<file path="config.mk">
export PLATFORM = sky130hd
export DESIGN_NAME = counter_run_arbiter
export DESIGN_NICKNAME = d
export VERILOG_FILES = /design/src/rtl/counter_run_arbiter.sv
export SDC_FILE = /design/constraint.sdc
export NUM_CORES = 1
export LEC_CHECK = 0
export BUFFER_PORTS_ARGS = -buffer_cell sky130_fd_sc_hd__buf_4
export CAP_MARGIN = 5
export CELL_PAD_IN_SITES_DETAIL_PLACEMENT = 0
export CELL_PAD_IN_SITES_GLOBAL_PLACEMENT = 1
export CORE_ASPECT_RATIO = 2
export CORE_MARGIN = 4
export CORE_UTILIZATION = 33
export DETAILED_ROUTE_END_ITERATION = 12
export PLACE_DENSITY = 0.85
export SETUP_SLACK_MARGIN = 0.3
export SLEW_MARGIN = 20
export SYNTH_ARGS = -nofsm -noshare
export SYNTH_HDL_FRONTEND = slang
export SYNTH_SLANG_ARGS = --single-unit
</file>
<file path="constraint.sdc">
create_clock -name clock -period 2.15 [get_ports clock]
set_clock_uncertainty 0.1 [all_clocks]
set_input_delay 0.215 -clock clock [delete_from_list [all_inputs] [get_ports clock]]
set_output_delay 0.215 -clock clock [all_outputs]
set_load 0.1 [all_outputs]
</file>
<file path="src/rtl/counter_run_arbiter.sv">
// counter_run_arbiter
//
// Round-robin arbiter and sequencer for one shared prescaled counter.
// Each requester asks for a timed run of N counter ticks. The winner is granted,
// the counter is cleared for one cycle, and counting is then enabled until Q
// equals the latched target. Completion is signalled with a one-cycle done pulse.
// A run is cancelled (abort pulse) if the owner drops its request early.
// This block is the counter's only driver.
//
// Optional build macro: COUNTER_RUN_ARBITER_TIMEOUT_EN
//   Adds a per-run watchdog. A run that spends TIMEOUT_CYCLES cycles in RUN is
//   aborted, and the sticky timeout_err output is set until clear.
//
// Ports:
//   clock        system clock, rising edge
//   clear        synchronous active-high reset
//   req          per-requester run request (level, held until done/abort)
//   target       per-requester tick count, slice i = [i*WIDTH +: WIDTH]
//   grant        one-hot owner of the counter (CLR..DONE/ABORT)
//   done         one-hot, one-cycle pulse on run completion
//   abort        one-hot, one-cycle pulse on run cancellation
//   busy         high in any state other than IDLE
//   cnt_clear    counter clear (also high while clear is high)
//   cnt_count    counter count enable
//   cnt_q        counter Q
//   timeout_err  sticky watchdog flag (only with COUNTER_RUN_ARBITER_TIMEOUT_EN)

module counter_run_arbiter #(
    parameter int NUM_REQ        = 4,
    parameter int WIDTH          = 8,
    parameter int TIMEOUT_CYCLES = 4096
) (
    input  logic                       clock,
    input  logic                       clear,
    input  logic [NUM_REQ-1:0]         req,
    input  logic [NUM_REQ*WIDTH-1:0]   target,
    output logic [NUM_REQ-1:0]         grant,
    output logic [NUM_REQ-1:0]         done,
    output logic [NUM_REQ-1:0]         abort,
    output logic                       busy,
    output logic                       cnt_clear,
    output logic                       cnt_count,
    input  logic [WIDTH-1:0]           cnt_q
`ifdef COUNTER_RUN_ARBITER_TIMEOUT_EN
    ,
    output logic                       timeout_err
`endif
);

    localparam int IDX_W = (NUM_REQ > 1) ? $clog2(NUM_REQ) : 1;

    if (NUM_REQ < 2 || NUM_REQ > 8 || WIDTH < 1 || TIMEOUT_CYCLES < 2) begin : g_bad_params
        $error("counter_run_arbiter: parameter out of range");
    end

    typedef enum logic [2:0] {
        S_IDLE,
        S_CLR,
        S_RUN,
        S_DONE,
        S_ABORT
    } state_t;

    state_t             state, state_n;
    logic [IDX_W-1:0]   idx, idx_n;
    logic [IDX_W-1:0]   rr_ptr, rr_ptr_n;
    logic [WIDTH-1:0]   tgt, tgt_n;
    logic [NUM_REQ-1:0] owner;
    logic [IDX_W-1:0]   pick;
    logic               own_req;
    logic               wd_hit;

    // First set request at or above ptr, wrapping past NUM_REQ-1 back to 0.
    function automatic logic [IDX_W-1:0] rr_pick(input logic [NUM_REQ-1:0] r,
                                                 input logic [IDX_W-1:0]   ptr);
        logic [IDX_W-1:0] sel;
        logic             found;
        int               c;
        sel   = '0;
        found = 1'b0;
        for (int k = 0; k < NUM_REQ; k++) begin
            c = int'(ptr) + k;
            if (c >= NUM_REQ) c = c - NUM_REQ;
            if (!found && r[c[IDX_W-1:0]]) begin
                sel   = c[IDX_W-1:0];
                found = 1'b1;
            end
        end
        return sel;
    endfunction

    function automatic logic [WIDTH-1:0] slice_of(input logic [NUM_REQ*WIDTH-1:0] t,
                                                  input logic [IDX_W-1:0]         i);
        logic [WIDTH-1:0] s;
        s = '0;
        for (int k = 0; k < NUM_REQ; k++) begin
            if (i == IDX_W'(k)) s = t[k*WIDTH +: WIDTH];
        end
        return s;
    endfunction

    function automatic logic [IDX_W-1:0] next_ptr(input logic [IDX_W-1:0] i);
        return (i == IDX_W'(NUM_REQ - 1)) ? '0 : i + IDX_W'(1);
    endfunction

    assign pick    = rr_pick(req, rr_ptr);
    assign owner   = NUM_REQ'(1) << idx;
    assign own_req = req[idx];

`ifdef COUNTER_RUN_ARBITER_TIMEOUT_EN
    localparam int WD_W = $clog2(TIMEOUT_CYCLES) + 1;

    logic [WD_W-1:0] wd;
    logic            wd_fire;

    // wd holds the number of RUN cycles already spent; the hit fires in the
    // TIMEOUT_CYCLES-th RUN cycle so RUN lasts exactly TIMEOUT_CYCLES cycles.
    assign wd_hit  = (wd + WD_W'(1)) == WD_W'(TIMEOUT_CYCLES);
    // Only a watchdog-caused abort sets the sticky flag; a dropped request or
    // a simultaneous target match takes precedence.
    assign wd_fire = (state == S_RUN) && own_req && (cnt_q != tgt) && wd_hit;

    always_ff @(posedge clock) begin
        if (clear) begin
            wd          <= '0;
            timeout_err <= 1'b0;
        end else begin
            if (state == S_CLR) begin
                wd <= '0;
            end else if (state == S_RUN) begin
                wd <= wd + WD_W'(1);
            end
            if (wd_fire) timeout_err <= 1'b1;
        end
    end
`else
    assign wd_hit = 1'b0;
`endif

    always_ff @(posedge clock) begin
        tgt <= tgt_n;
        if (clear) begin
            state  <= S_IDLE;
            idx    <= '0;
            rr_ptr <= '0;
        end else begin
            state  <= state_n;
            idx    <= idx_n;
            rr_ptr <= rr_ptr_n;
        end
    end

    // Next state plus Moore outputs decoded from the registered state; only
    // cnt_clear also follows the clear input directly so the counter resets
    // together with this block.
    always_comb begin
        state_n   = state;
        idx_n     = idx;
        rr_ptr_n  = rr_ptr;
        tgt_n     = tgt;
        grant     = '0;
        done      = '0;
        abort     = '0;
        busy      = 1'b1;
        cnt_clear = clear;
        cnt_count = 1'b0;
        case (state)
            S_IDLE: begin
                busy = 1'b0;
                if (|req) begin
                    idx_n   = pick;
                    tgt_n   = slice_of(target, pick);
                    state_n = S_CLR;
                end
            end
            S_CLR: begin
                grant     = owner;
                cnt_clear = 1'b1;
                if (!own_req) begin
                    state_n = S_ABORT;
                end else if (tgt == '0) begin
                    state_n = S_DONE;
                end else begin
                    state_n = S_RUN;
                end
            end
            S_RUN: begin
                grant     = owner;
                cnt_count = 1'b1;
                if (!own_req) begin
                    state_n = S_ABORT;
                end else if (cnt_q == tgt) begin
                    state_n = S_DONE;
                end else if (wd_hit) begin
                    state_n = S_ABORT;
                end
            end
            S_DONE: begin
                grant    = owner;
                done     = owner;
                rr_ptr_n = next_ptr(idx);
                state_n  = S_IDLE;
            end
            S_ABORT: begin
                grant    = owner;
                abort    = owner;
                rr_ptr_n = next_ptr(idx);
                state_n  = S_IDLE;
            end
            default: begin
                busy    = 1'b0;
                state_n = S_IDLE;
            end
        endcase
    end

endmodule
</file>
==> results of run 1 <==
==> cell usage after synthesis, types with 2 or more instances <==
master                     number  area (sq um)
sky130_fd_sc_hd__nand2b_1       2          12.5
sky130_fd_sc_hd__dfxtp_1        7           140
sky130_fd_sc_hd__nor2_1        11          41.3
sky130_fd_sc_hd__xor2_1         8          70.1
sky130_fd_sc_hd__edfxtp_1       8           240
sky130_fd_sc_hd__a21oi_1        4          20.0
sky130_fd_sc_hd__nor2b_1        2          12.5
sky130_fd_sc_hd__mux2i_1       27           270
sky130_fd_sc_hd__inv_1          7          26.3
sky130_fd_sc_hd__and2_1        13          81.3
sky130_fd_sc_hd__nor4_1         5          31.3
sky130_fd_sc_hd__ha_1           4          50.1
==> power breakdown <==
| part | internal (uW) | switching (uW) | leakage, uW |
|---|---|---|---|
| combinational | 220 | 320 | 0.000644 |
| clock | 131 | 91.2 | 0.0000228 |
| sequential | 369 | 48.0 | 0.000138 |
==> worst max-delay path, stage by stage (launching register included) <==
cell and delay (ps):
sky130_fd_sc_hd__dfxtp_2 430, sky130_fd_sc_hd__nor3b_2 290, sky130_fd_sc_hd__and2_2 190, sky130_fd_sc_hd__buf_4 280
==> cell type report <==
| class | instances | area [sq um] | area share [%] |
|---|---|---|---|
| multi-input cells | 92 | 781 | 44.1 |
| clock buffers | 4 | 45.0 | 2.55 |
| repair buffers | 63 | 473 | 26.7 |
| flip-flops and latches | 15 | 384 | 21.7 |
| well taps | 48 | 60.1 | 3.39 |
| inverters | 7 | 26.3 | 1.49 |
==> flip-flops by register name (all words and copies together) (netlist names) <==
signal	count
rr_ptr	2
idx	2
tgt	8
state	3
==> per-stage QoR <==
stage | setup WS [ps] | hold WS [ps] | instances
after floorplan | 226 | 180 | 116
final | 408 | 86.2 | 229
after global placement | 455 | 338 | 225
after CTS | 360 | 87.6 | 229
after global routing | 328 | 97.2 | 229
after detailed placement | 422 | 345 | 225
==> timing repair <==
| action | CTS | global route |
|---|---|---|
| endpoints found under the hold margin | 0 | 0 |
| resized for setup | 2 | 1 |
| pin swaps | 0 | 0 |
| setup endpoints to repair | 4 | 4 |
==> worst max path at each step <==
stage / end / cells past startpoint
floorplan: abort[1] / 2
global placement: abort[0] / 3
detailed placement: abort[0] / 3
CTS: grant[1] / 4
global route: abort[0] / 3
finish: abort[0] / 3
==> layer usage <==
layer  vias to the layer above  track usage [%]
met5                         -                0
met4                         0             2.70
met3                         2             2.09
met2                        40             26.3
met1                       493             11.4
li1                        546                -
==> cell families (layout without fill, tap and decap cells) <==
| kind of cell | Yosys count | count (layout) |
|---|---|---|
| fa+ha+maj | 4 | 4 |
| buf+inv | 9 | 74 |
| xor+xnor | 9 | 9 |
| flops | 15 | 15 |
| simple gates | 38 | 38 |
| compound gates | 13 | 13 |
| mux | 28 | 28 |
==> flow_results.xml, run 1 <==
<?xml version="1.0" encoding="UTF-8"?>
<metrics>
  <group name="status">
    <metric name="outcome" unit="">finished clean</metric>
  </group>
  <group name="logic_synthesis">
    <metric name="post_synth_mux_area_share" unit="%">25.1</metric>
    <metric name="synth_enable_flop_cells" unit="">8</metric>
    <metric name="synth_simple_gate_area_share" unit="%">18.5</metric>
    <metric name="yosys.area_share.xor_xnor" unit="%">6.67</metric>
    <metric name="average_size_of_a_mapped_cell" unit="sq um">10.2</metric>
    <metric name="synthesis.nets" unit="">166</metric>
    <metric name="sequential_element_share_of_the_synthesized_area" unit="%">32.2</metric>
    <metric name="area_share_of_fa_ha_maj_cells_after_synthesis" unit="%">4.24</metric>
    <metric name="ys.warnings.count" unit="">0</metric>
    <metric name="synth_cells" unit="">116</metric>
    <metric name="synth.distinct_cells" unit="">30</metric>
    <metric name="post_synth_instance_area" unit="sq mm">0.00118</metric>
    <metric name="combinational_family_with_the_most_area_after_synthesis" unit="">multiplexers</metric>
    <metric name="compound_gate_fraction_of_synth_area" unit="%">8.37</metric>
    <metric name="ys_async_sr_fraction" unit="%">0</metric>
    <metric name="synth-seq-cells" unit="">15</metric>
    <metric name="flip_flop_cell_with_the_highest_count_after_synthesis" unit="">sky130_fd_sc_hd__edfxtp_1</metric>
  </group>
  <group name="critical_path">
    <metric name="crit_reg_reg_startpoint" unit="">rr_ptr[1]</metric>
    <metric name="regToRegEndpoint" unit="">tgt[2]</metric>
    <metric name="crit_arrival" unit="ps">1430</metric>
    <metric name="timing.critical_path.from" unit="">state[2]</metric>
    <metric name="worstSetupStartpointType" unit="">flop</metric>
    <metric name="worstRegToRegCells" unit="">6</metric>
    <metric name="r2r_slack" unit="ps">450</metric>
    <metric name="worst_setup_path_end_kind" unit="">primary output</metric>
    <metric name="setup_cp_type" unit="">reg -&gt; out</metric>
    <metric name="worst-endpoint-required" unit="ps">1840</metric>
    <metric name="critical_path_peak_fanout" unit="">7</metric>
  </group>
  <group name="global_route">
    <metric name="global_route.usage.total" unit="%">12.4</metric>
    <metric name="number_of_global_route_vias_before_repair" unit="">1083</metric>
    <metric name="grt.overflow.total" unit="">0</metric>
    <metric name="number_of_antenna_violations_at_the_first_check_in_global_routing" unit="">0</metric>
    <metric name="grt_start_max_net_pins" unit="">18</metric>
    <metric name="grt_first_pass_wirelength" unit="um">4600</metric>
  </group>
  <group name="sta">
    <metric name="setup_tns" unit="ps">0</metric>
    <metric name="max_freq" unit="MHz">574</metric>
    <metric name="final-hold-violation-count" unit="">0</metric>
    <metric name="final.period_utilization" unit="%">81.0</metric>
    <metric name="final_max_slew_viol_count" unit="">0</metric>
    <metric name="min_period" unit="ps">1740</metric>
    <metric name="grt_setup_unrepaired" unit="">no</metric>
    <metric name="max_slew.worst_pin.slew" unit="ps">431</metric>
    <metric name="setup_viol_count_final" unit="">0</metric>
    <metric name="slew_headroom" unit="%">71.0</metric>
  </group>
  <group name="die">
    <metric name="die_height" unit="um">92.6</metric>
    <metric name="fp-row-count" unit="">30</metric>
    <metric name="core" unit="sq mm">0.00342</metric>
    <metric name="chipWidth" unit="um">50.3</metric>
    <metric name="pin_count" unit="">61</metric>
    <metric name="die_area" unit="sq mm">0.00466</metric>
    <metric name="initial_core_util" unit="%">34.6</metric>
  </group>
  <group name="min_path">
    <metric name="min_path_cells" unit="">2</metric>
    <metric name="worst_hold_path.endpoint" unit="">state[0]</metric>
    <metric name="hold_path.startpoint" unit="">clear</metric>
    <metric name="worstHoldPathType" unit="">in -&gt; reg</metric>
  </group>
  <group name="detailed_routing">
    <metric name="viasPerCell" unit="">4.72</metric>
    <metric name="met2WireLength" unit="um">1750</metric>
    <metric name="post_drt_wl_per_cell" unit="um">12.6</metric>
    <metric name="drc" unit="">0</metric>
    <metric name="maxUsedRoutingLayer" unit="">met4</metric>
    <metric name="drt.antenna.violating_nets" unit="">0</metric>
    <metric name="dr.pass1.iters" unit="">3</metric>
    <metric name="detailedRoute.firstIterationViolations" unit="">19</metric>
    <metric name="wl" unit="um">2880</metric>
    <metric name="detail_route_met3_wl" unit="um">176</metric>
    <metric name="dr_total_vias" unit="">1081</metric>
    <metric name="detail_route.wirelength.met1" unit="um">932</metric>
  </group>
  <group name="clock_network">
    <metric name="cts-root-buf" unit="">sky130_fd_sc_hd__clkbuf_8</metric>
    <metric name="post-cts-setup-buffer-count" unit="">0</metric>
    <metric name="cts_inserted_buffers" unit="">3</metric>
    <metric name="clk_buf_depth" unit="">2</metric>
    <metric name="insertion_delay" unit="ps">240</metric>
    <metric name="cts.reportedPaths.clkPinSlew" unit="ps">60</metric>
    <metric name="cts.sinks" unit="">15</metric>
    <metric name="htree_levels" unit="">1</metric>
    <metric name="tritoncts" unit="">built</metric>
    <metric name="post_cts_hold_buffer_count" unit="">0</metric>
  </group>
  <group name="final_layout">
    <metric name="area_delta_synth_final" unit="%">49.8</metric>
    <metric name="drive_above_1_share" unit="%">45.9</metric>
    <metric name="post_layout_net_count" unit="">232</metric>
    <metric name="finalInstanceArea" unit="sq mm">0.00177</metric>
    <metric name="num_antenna_cells" unit="">0</metric>
    <metric name="num-fill-cells" unit="">326</metric>
    <metric name="final_cell_mix" unit="">sky130_fd_sc_hd__buf_4, sky130_fd_sc_hd__mux2i_1, sky130_fd_sc_hd__nor2_1</metric>
    <metric name="final_util" unit="%">51.8</metric>
    <metric name="mostFrequentLayoutCell" unit="">sky130_fd_sc_hd__buf_4</metric>
  </group>
  <group name="power">
    <metric name="power_density" unit="mW/mm^2">667</metric>
    <metric name="p_total" unit="uW">1180</metric>
    <metric name="power.ir.vdd_worst" unit="mV">0.363</metric>
    <metric name="power.static_leakage" unit="uW">0.000804</metric>
  </group>
  <group name="placed_design">
    <metric name="port_buf_inserts" unit="">60</metric>
    <metric name="place_congestion" unit="">0.728</metric>
    <metric name="sum_of_net_half_perimeters_after_detailed_placement" unit="um">2550</metric>
    <metric name="postPlaceCellArea" unit="sq mm">0.00172</metric>
  </group>
  <group name="job">
    <metric name="max_cap_check_violation_count" unit="">0</metric>
  </group>
</metrics>
Power figures use the tool's default switching activity.
==> inputs of run 2 (changes only) <==
- clock period: 2.15 -> 1.8 ns (I/O delays scaled with it)
==> run 2 against run 1 <==
Largest cell class unchanged. Wire length grew 16%. Design area grew 23%. Global-route usage grew 1.8 points. Critical path depth grew 1. Cell count grew 3.9%. Worst hold slack lost 36 ps. Register-to-register slack lost 230 ps. First-iteration DRC count shrank 11%. Highest routed layer unchanged.
==> flow_results.xml, run 2 (synthesized netlist as in run 1, its figures left out) <==
<?xml version="1.0" encoding="UTF-8"?>
<metrics>
  <group name="status">
    <metric name="outcome" unit="">finished clean</metric>
  </group>
  <group name="clock_network">
    <metric name="clk_buf_depth" unit="">2</metric>
    <metric name="cts_inserted_buffers" unit="">3</metric>
    <metric name="cts.reportedPaths.clkPinSlew" unit="ps">60</metric>
    <metric name="tritoncts" unit="">built</metric>
    <metric name="cts.sinks" unit="">15</metric>
    <metric name="cts-root-buf" unit="">sky130_fd_sc_hd__clkbuf_8</metric>
    <metric name="htree_levels" unit="">1</metric>
    <metric name="insertion_delay" unit="ps">240</metric>
  </group>
  <group name="placed_design">
    <metric name="place_congestion" unit="">0.684</metric>
    <metric name="sum_of_net_half_perimeters_after_detailed_placement" unit="um">2490</metric>
    <metric name="numPlacedInstances" unit="">228</metric>
    <metric name="port_buf_inserts" unit="">60</metric>
    <metric name="dp_worst_setup_slack" unit="ps">169</metric>
  </group>
  <group name="sta">
    <metric name="fin_worst_hold_slack" unit="ps">49.8</metric>
    <metric name="grt_setup_unrepaired" unit="">yes</metric>
    <metric name="setup_viol_count_final" unit="">0</metric>
    <metric name="final-hold-violation-count" unit="">0</metric>
    <metric name="min_period" unit="ps">1600</metric>
    <metric name="final_max_slew_viol_count" unit="">0</metric>
    <metric name="max_freq" unit="MHz">623</metric>
    <metric name="slew_headroom" unit="%">73.4</metric>
    <metric name="final.period_utilization" unit="%">89.1</metric>
    <metric name="finalWorstSetupSlack" unit="ps">196</metric>
    <metric name="max_slew.worst_pin.slew" unit="ps">395</metric>
  </group>
  <group name="power">
    <metric name="internal-power" unit="uW">977</metric>
    <metric name="power.combinational.fraction" unit="%">51.0</metric>
    <metric name="reported_net_switching_power" unit="uW">628</metric>
    <metric name="power_frac_seq" unit="%">32.1</metric>
    <metric name="power_density" unit="mW/mm^2">736</metric>
    <metric name="power.static_leakage" unit="uW">0.000921</metric>
    <metric name="power.share.switching" unit="%">39.1</metric>
    <metric name="power.ir.vdd_worst" unit="mV">0.672</metric>
    <metric name="p_clk_share" unit="%">16.9</metric>
  </group>
  <group name="global_route">
    <metric name="number_of_antenna_violations_at_the_first_check_in_global_routing" unit="">0</metric>
    <metric name="number_of_global_route_vias_before_repair" unit="">1120</metric>
    <metric name="grt_start_max_net_pins" unit="">18</metric>
    <metric name="grt_first_pass_wirelength" unit="um">5020</metric>
    <metric name="grt.overflow.total" unit="">0</metric>
    <metric name="global_route.usage.total" unit="%">14.2</metric>
  </group>
  <group name="die">
    <metric name="chipWidth" unit="um">50.3</metric>
    <metric name="initial_core_util" unit="%">34.6</metric>
    <metric name="pin_count" unit="">61</metric>
    <metric name="core" unit="sq mm">0.00342</metric>
    <metric name="fp-row-count" unit="">30</metric>
    <metric name="die_area" unit="sq mm">0.00466</metric>
    <metric name="die_height" unit="um">92.6</metric>
  </group>
  <group name="detailed_routing">
    <metric name="viasPerCell" unit="">4.75</metric>
    <metric name="drc" unit="">0</metric>
    <metric name="wl" unit="um">3340</metric>
    <metric name="drt.antenna.violating_nets" unit="">0</metric>
    <metric name="dr.pass1.iters" unit="">4</metric>
    <metric name="dr_total_vias" unit="">1130</metric>
    <metric name="detailedRoute.firstIterationViolations" unit="">17</metric>
    <metric name="post_drt_wl_per_cell" unit="um">14.0</metric>
  </group>
  <group name="critical_path">
    <metric name="worst_setup_path_end_kind" unit="">primary output</metric>
    <metric name="worst-endpoint-required" unit="ps">1520</metric>
    <metric name="critical_path_peak_fanout" unit="">6</metric>
    <metric name="worstSetupStartpointType" unit="">flop</metric>
    <metric name="setup_cp_type" unit="">reg -&gt; out</metric>
    <metric name="crit_arrival" unit="ps">1320</metric>
  </group>
  <group name="final_layout">
    <metric name="largest_register_ffs" unit="">8</metric>
    <metric name="instances_no_fill" unit="">238</metric>
    <metric name="final_cell_mix" unit="">sky130_fd_sc_hd__buf_4, sky130_fd_sc_hd__mux2i_1, sky130_fd_sc_hd__buf_12, sky130_fd_sc_hd__and2_4, sky130_fd_sc_hd__nor2_1</metric>
    <metric name="top_regs" unit="">tgt x8, state x3</metric>
    <metric name="final_util" unit="%">63.8</metric>
    <metric name="post_layout_net_count" unit="">241</metric>
    <metric name="mostFrequentLayoutCell" unit="">sky130_fd_sc_hd__buf_4</metric>
    <metric name="drive_above_1_share" unit="%">63.2</metric>
    <metric name="biggest_register" unit="">tgt</metric>
    <metric name="area_delta_synth_final" unit="%">84.6</metric>
    <metric name="num_antenna_cells" unit="">0</metric>
  </group>
  <group name="min_path">
    <metric name="worstHoldPathType" unit="">in -&gt; reg</metric>
  </group>
  <group name="job">
    <metric name="max_cap_check_violation_count" unit="">0</metric>
  </group>
</metrics>
-- run 2: final cells by class --
| class | instances | area [sq um] |
|---|---|---|
| Clock buffer | 3 | 41.3 |
| Clock inverter | 1 | 5.00 |
| Fill cell | 280 | 1230 |
| Inverter | 7 | 31.3 |
| Multi-Input combinational cell | 92 | 906 |
| Sequential cell | 15 | 399 |
| Tap cell | 48 | 60.1 |
| Timing Repair Buffer | 72 | 738 |
-- run 2: worst paths after layout --
check / slack [ps] / cells after the start / startpoint / endpoint
max: 200 / 4 / state[1] / grant[1]
min: 50 / 2 / clear / idx[1]
max reg2reg: 220 / 6 / rr_ptr[1] / tgt[7]
min reg2reg: 450 / 2 / idx[1] / idx[1]
-- run 2: routing by layer --
| metal | track usage [%] | vias up | share of wire [%] |
|---|---|---|---|
| met5 | 0 | - | 0 |
| met4 | 4.72 | 0 | 0.87 |
| met1 | 11.7 | 526 | 31 |
| li1 | - | 563 | - |
| met2 | 30.9 | 39 | 63 |
| met3 | 2.09 | 2 | 4.7 |
-- run 2: power groups by stage --
stage               Clock (uW)  Combinational [uW]  Sequential [uW]
finish                     271                 818              515
global route               288                 865              526
CTS                        280                 768              499
detailed placement           0                 677              503
global placement             0                 666              501
floorplan                    0                 489              493
-- run 2: repair_timing --
item	in CTS	in global routing
gates resized for setup	67	13
setup buffers	2	3
cloned	1	0
hold buffers	0	0
hold endpoints to repair	0	0
pin swaps	10	11
endpoints found under the setup margin	25	26
-- run 2: critical path, cell delays in order (launching register included) --
cell	delay (ps)
sky130_fd_sc_hd__dfxtp_4	370
sky130_fd_sc_hd__nor2_4	170
sky130_fd_sc_hd__xnor2_4	170
sky130_fd_sc_hd__and2_4	200
sky130_fd_sc_hd__buf_12	170
-- run 2: stage by stage --
step | power, uW | cell area (sq um) | TNS [ps]
after floorplan | 982 | 1240 | -40.9
after global placement | 1170 | 1780 | 0
after detailed placement | 1180 | 1780 | 0
after CTS | 1550 | 2090 | 0
after global routing | 1680 | 2180 | 0
final | 1600 | 2180 | 0
==> inputs of run 3 (changes only) <==
- BUFFER_PORTS_ARGS: -buffer_cell sky130_fd_sc_hd__buf_4 -> unset
- CORE_UTILIZATION: 33 -> 45
- CTS_CLUSTER_DIAMETER: unset -> 150
- DONT_BUFFER_PORTS: unset -> 1
- PLACE_DENSITY: 0.85 -> 0.83
==> run 3 against run 2 <==
Clock-buffer cell count is the same. Cell count fell by 31%. Sequential power up 1%. Sequential cell count unchanged. Global-route usage rose by 2.1 points. Die area decreased by 24%. Via count decreased by 16%. Wire length shrank 6.3%. Utilization is 3.3 points higher. Non-clock buffer count is 54 lower. Register-to-register slack worse by 90 ps.
==> flow_results.xml, run 3 (synthesized netlist as in run 1, its figures left out) <==
<?xml version="1.0" encoding="UTF-8"?>
<metrics>
  <group name="status">
    <metric name="outcome" unit="">finished clean</metric>
  </group>
  <group name="clock_network">
    <metric name="clk_buf_depth" unit="">2</metric>
    <metric name="cts_inserted_buffers" unit="">3</metric>
    <metric name="htree_levels" unit="">1</metric>
    <metric name="cts.sinks" unit="">15</metric>
    <metric name="insertion_delay" unit="ps">240</metric>
    <metric name="cts-root-buf" unit="">sky130_fd_sc_hd__clkbuf_8</metric>
    <metric name="cts.reportedPaths.clkPinSlew" unit="ps">60</metric>
    <metric name="tritoncts" unit="">built</metric>
  </group>
  <group name="die">
    <metric name="fp-row-count" unit="">26</metric>
    <metric name="pin_count" unit="">61</metric>
    <metric name="core" unit="sq mm">0.00254</metric>
    <metric name="chipWidth" unit="um">44.2</metric>
    <metric name="die_height" unit="um">80.5</metric>
    <metric name="die_area" unit="sq mm">0.00356</metric>
    <metric name="initial_core_util" unit="%">46.5</metric>
  </group>
  <group name="sta">
    <metric name="fin_worst_hold_slack" unit="ps">28.3</metric>
    <metric name="max_freq" unit="MHz">597</metric>
    <metric name="final-hold-violation-count" unit="">0</metric>
    <metric name="setup_viol_count_final" unit="">0</metric>
    <metric name="min_period" unit="ps">1670</metric>
    <metric name="setup_tns" unit="ps">0</metric>
    <metric name="max_slew.worst_pin.slew" unit="ps">492</metric>
    <metric name="slew_headroom" unit="%">66.9</metric>
    <metric name="final.period_utilization" unit="%">93.0</metric>
    <metric name="final_max_slew_viol_count" unit="">0</metric>
    <metric name="grt_setup_unrepaired" unit="">yes</metric>
  </group>
  <group name="final_layout">
    <metric name="largest_register_ffs" unit="">8</metric>
    <metric name="num_antenna_cells" unit="">0</metric>
    <metric name="drive_above_1_share" unit="%">48.5</metric>
    <metric name="mostFrequentLayoutCell" unit="">sky130_fd_sc_hd__mux2i_1</metric>
    <metric name="num-fill-cells" unit="">202</metric>
    <metric name="final_util" unit="%">67.1</metric>
    <metric name="area_delta_synth_final" unit="%">44.2</metric>
    <metric name="biggest_register" unit="">tgt</metric>
    <metric name="multi_input_area" unit="sq um">925</metric>
    <metric name="seqCellArea" unit="sq um">402</metric>
    <metric name="final_cell_mix" unit="">sky130_fd_sc_hd__mux2i_1, sky130_fd_sc_hd__and2_4, sky130_fd_sc_hd__nor2_1, sky130_fd_sc_hd__xor2_1, sky130_fd_sc_hd__edfxtp_1</metric>
    <metric name="post_layout_net_count" unit="">187</metric>
    <metric name="top_regs" unit="">tgt x8, state x3</metric>
  </group>
  <group name="detailed_routing">
    <metric name="viasPerCell" unit="">5.82</metric>
    <metric name="wl" unit="um">3130</metric>
    <metric name="drc" unit="">0</metric>
    <metric name="post_drt_wl_per_cell" unit="um">19.1</metric>
    <metric name="drt.antenna.violating_nets" unit="">0</metric>
    <metric name="detailedRoute.firstIterationViolations" unit="">23</metric>
    <metric name="dr_total_vias" unit="">954</metric>
    <metric name="dr.pass1.iters" unit="">4</metric>
  </group>
  <group name="power">
    <metric name="p_total" unit="uW">1480</metric>
    <metric name="power.ir.vdd_worst" unit="mV">0.700</metric>
    <metric name="power_density" unit="mW/mm^2">871</metric>
    <metric name="power.static_leakage" unit="uW">0.000641</metric>
  </group>
  <group name="critical_path">
    <metric name="worst_setup_path_end_kind" unit="">flop</metric>
    <metric name="worst-endpoint-required" unit="ps">1680</metric>
    <metric name="worstSetupStartpointType" unit="">flop</metric>
    <metric name="setup_cp_type" unit="">reg -&gt; reg</metric>
    <metric name="critical_path_peak_fanout" unit="">8</metric>
    <metric name="crit_arrival" unit="ps">1560</metric>
  </group>
  <group name="global_route">
    <metric name="grt.overflow.total" unit="">0</metric>
    <metric name="global_route.usage.total" unit="%">16.2</metric>
    <metric name="grt_first_pass_wirelength" unit="um">4360</metric>
    <metric name="number_of_antenna_violations_at_the_first_check_in_global_routing" unit="">0</metric>
    <metric name="number_of_global_route_vias_before_repair" unit="">1030</metric>
    <metric name="grt_start_max_net_pins" unit="">18</metric>
  </group>
  <group name="placed_design">
    <metric name="place_congestion" unit="">0.824</metric>
    <metric name="port_buf_inserts" unit="">0</metric>
    <metric name="sum_of_net_half_perimeters_after_detailed_placement" unit="um">2200</metric>
  </group>
  <group name="min_path">
    <metric name="worstHoldPathType" unit="">in -&gt; reg</metric>
  </group>
  <group name="job">
    <metric name="max_cap_check_violation_count" unit="">0</metric>
  </group>
</metrics>
## run 3: cell count changes in the layout (fill, tap and decap cells not counted), moves of 2 or more
cell                     before  now
sky130_fd_sc_hd__buf_4       53    5
sky130_fd_sc_hd__buf_12      14    7
sky130_fd_sc_hd__and2_2       2    0
sky130_fd_sc_hd__and2_4      11   13
## run 3: final timing paths
path                                  end  slack (ps)  depth (start not counted)  startpoint
worst max register to register     tgt[3]         130                          6   rr_ptr[0]
worst max-delay path               tgt[3]         130                          6   rr_ptr[0]
worst min register to register  rr_ptr[1]         490                          2   rr_ptr[1]
worst min-delay path             state[2]          30                          3       clear
## run 3: where the power goes
group | internal [uW] | total (uW) | switching, uW
Combinational | 276 | 692 | 416
Sequential | 442 | 521 | 79.1
Clock | 155 | 271 | 116
## run 3: routing by layer
layer | global-route usage, % | routed length (um)
met1 | 13.4 | 912
met2 | 34.8 | 2040
met3 | 1.79 | 160
met4 | 6.34 | 17
met5 | 0 | 0
## run 3: layout make-up
class / instances / share of cell area (%)
clock buffers: 3 / 2.42
inverters: 7 / 1.84
well taps: 28 / 2.06
multi-input cells: 92 / 54.3
repair buffers: 18 / 15.4
clock inverters: 1 / 0.441
flip-flops and latches: 15 / 23.6
## run 3: critical path, stage by stage, from the launching register on
cell	delay (ps)
sky130_fd_sc_hd__dfxtp_2	340
sky130_fd_sc_hd__nand2b_1	150
sky130_fd_sc_hd__a21oi_2	90
sky130_fd_sc_hd__a21oi_4	190
sky130_fd_sc_hd__clkbuf_16	200
sky130_fd_sc_hd__mux2i_1	220
sky130_fd_sc_hd__mux2i_1	120
## run 3: through the flow
| stage | instances | worst slack [ps] | cell area (sq um) |
|---|---|---|---|
| floorplan | 116 | -10.2 | 1240 |
| global placement | 153 | 219 | 1390 |
| detailed placement | 153 | 189 | 1390 |
| CTS | 161 | 221 | 1590 |
| global route | 164 | 79.2 | 1700 |
| finish | 164 | 125 | 1700 |
## run 3: what timing repair did
action,in CTS,in global routing
hold buffers,1,0
setup buffers,2,2
endpoints found under the setup margin,27,26
cloned,1,1
endpoints found under the hold margin,5,0
pin swaps,10,8
resized for setup,34,16
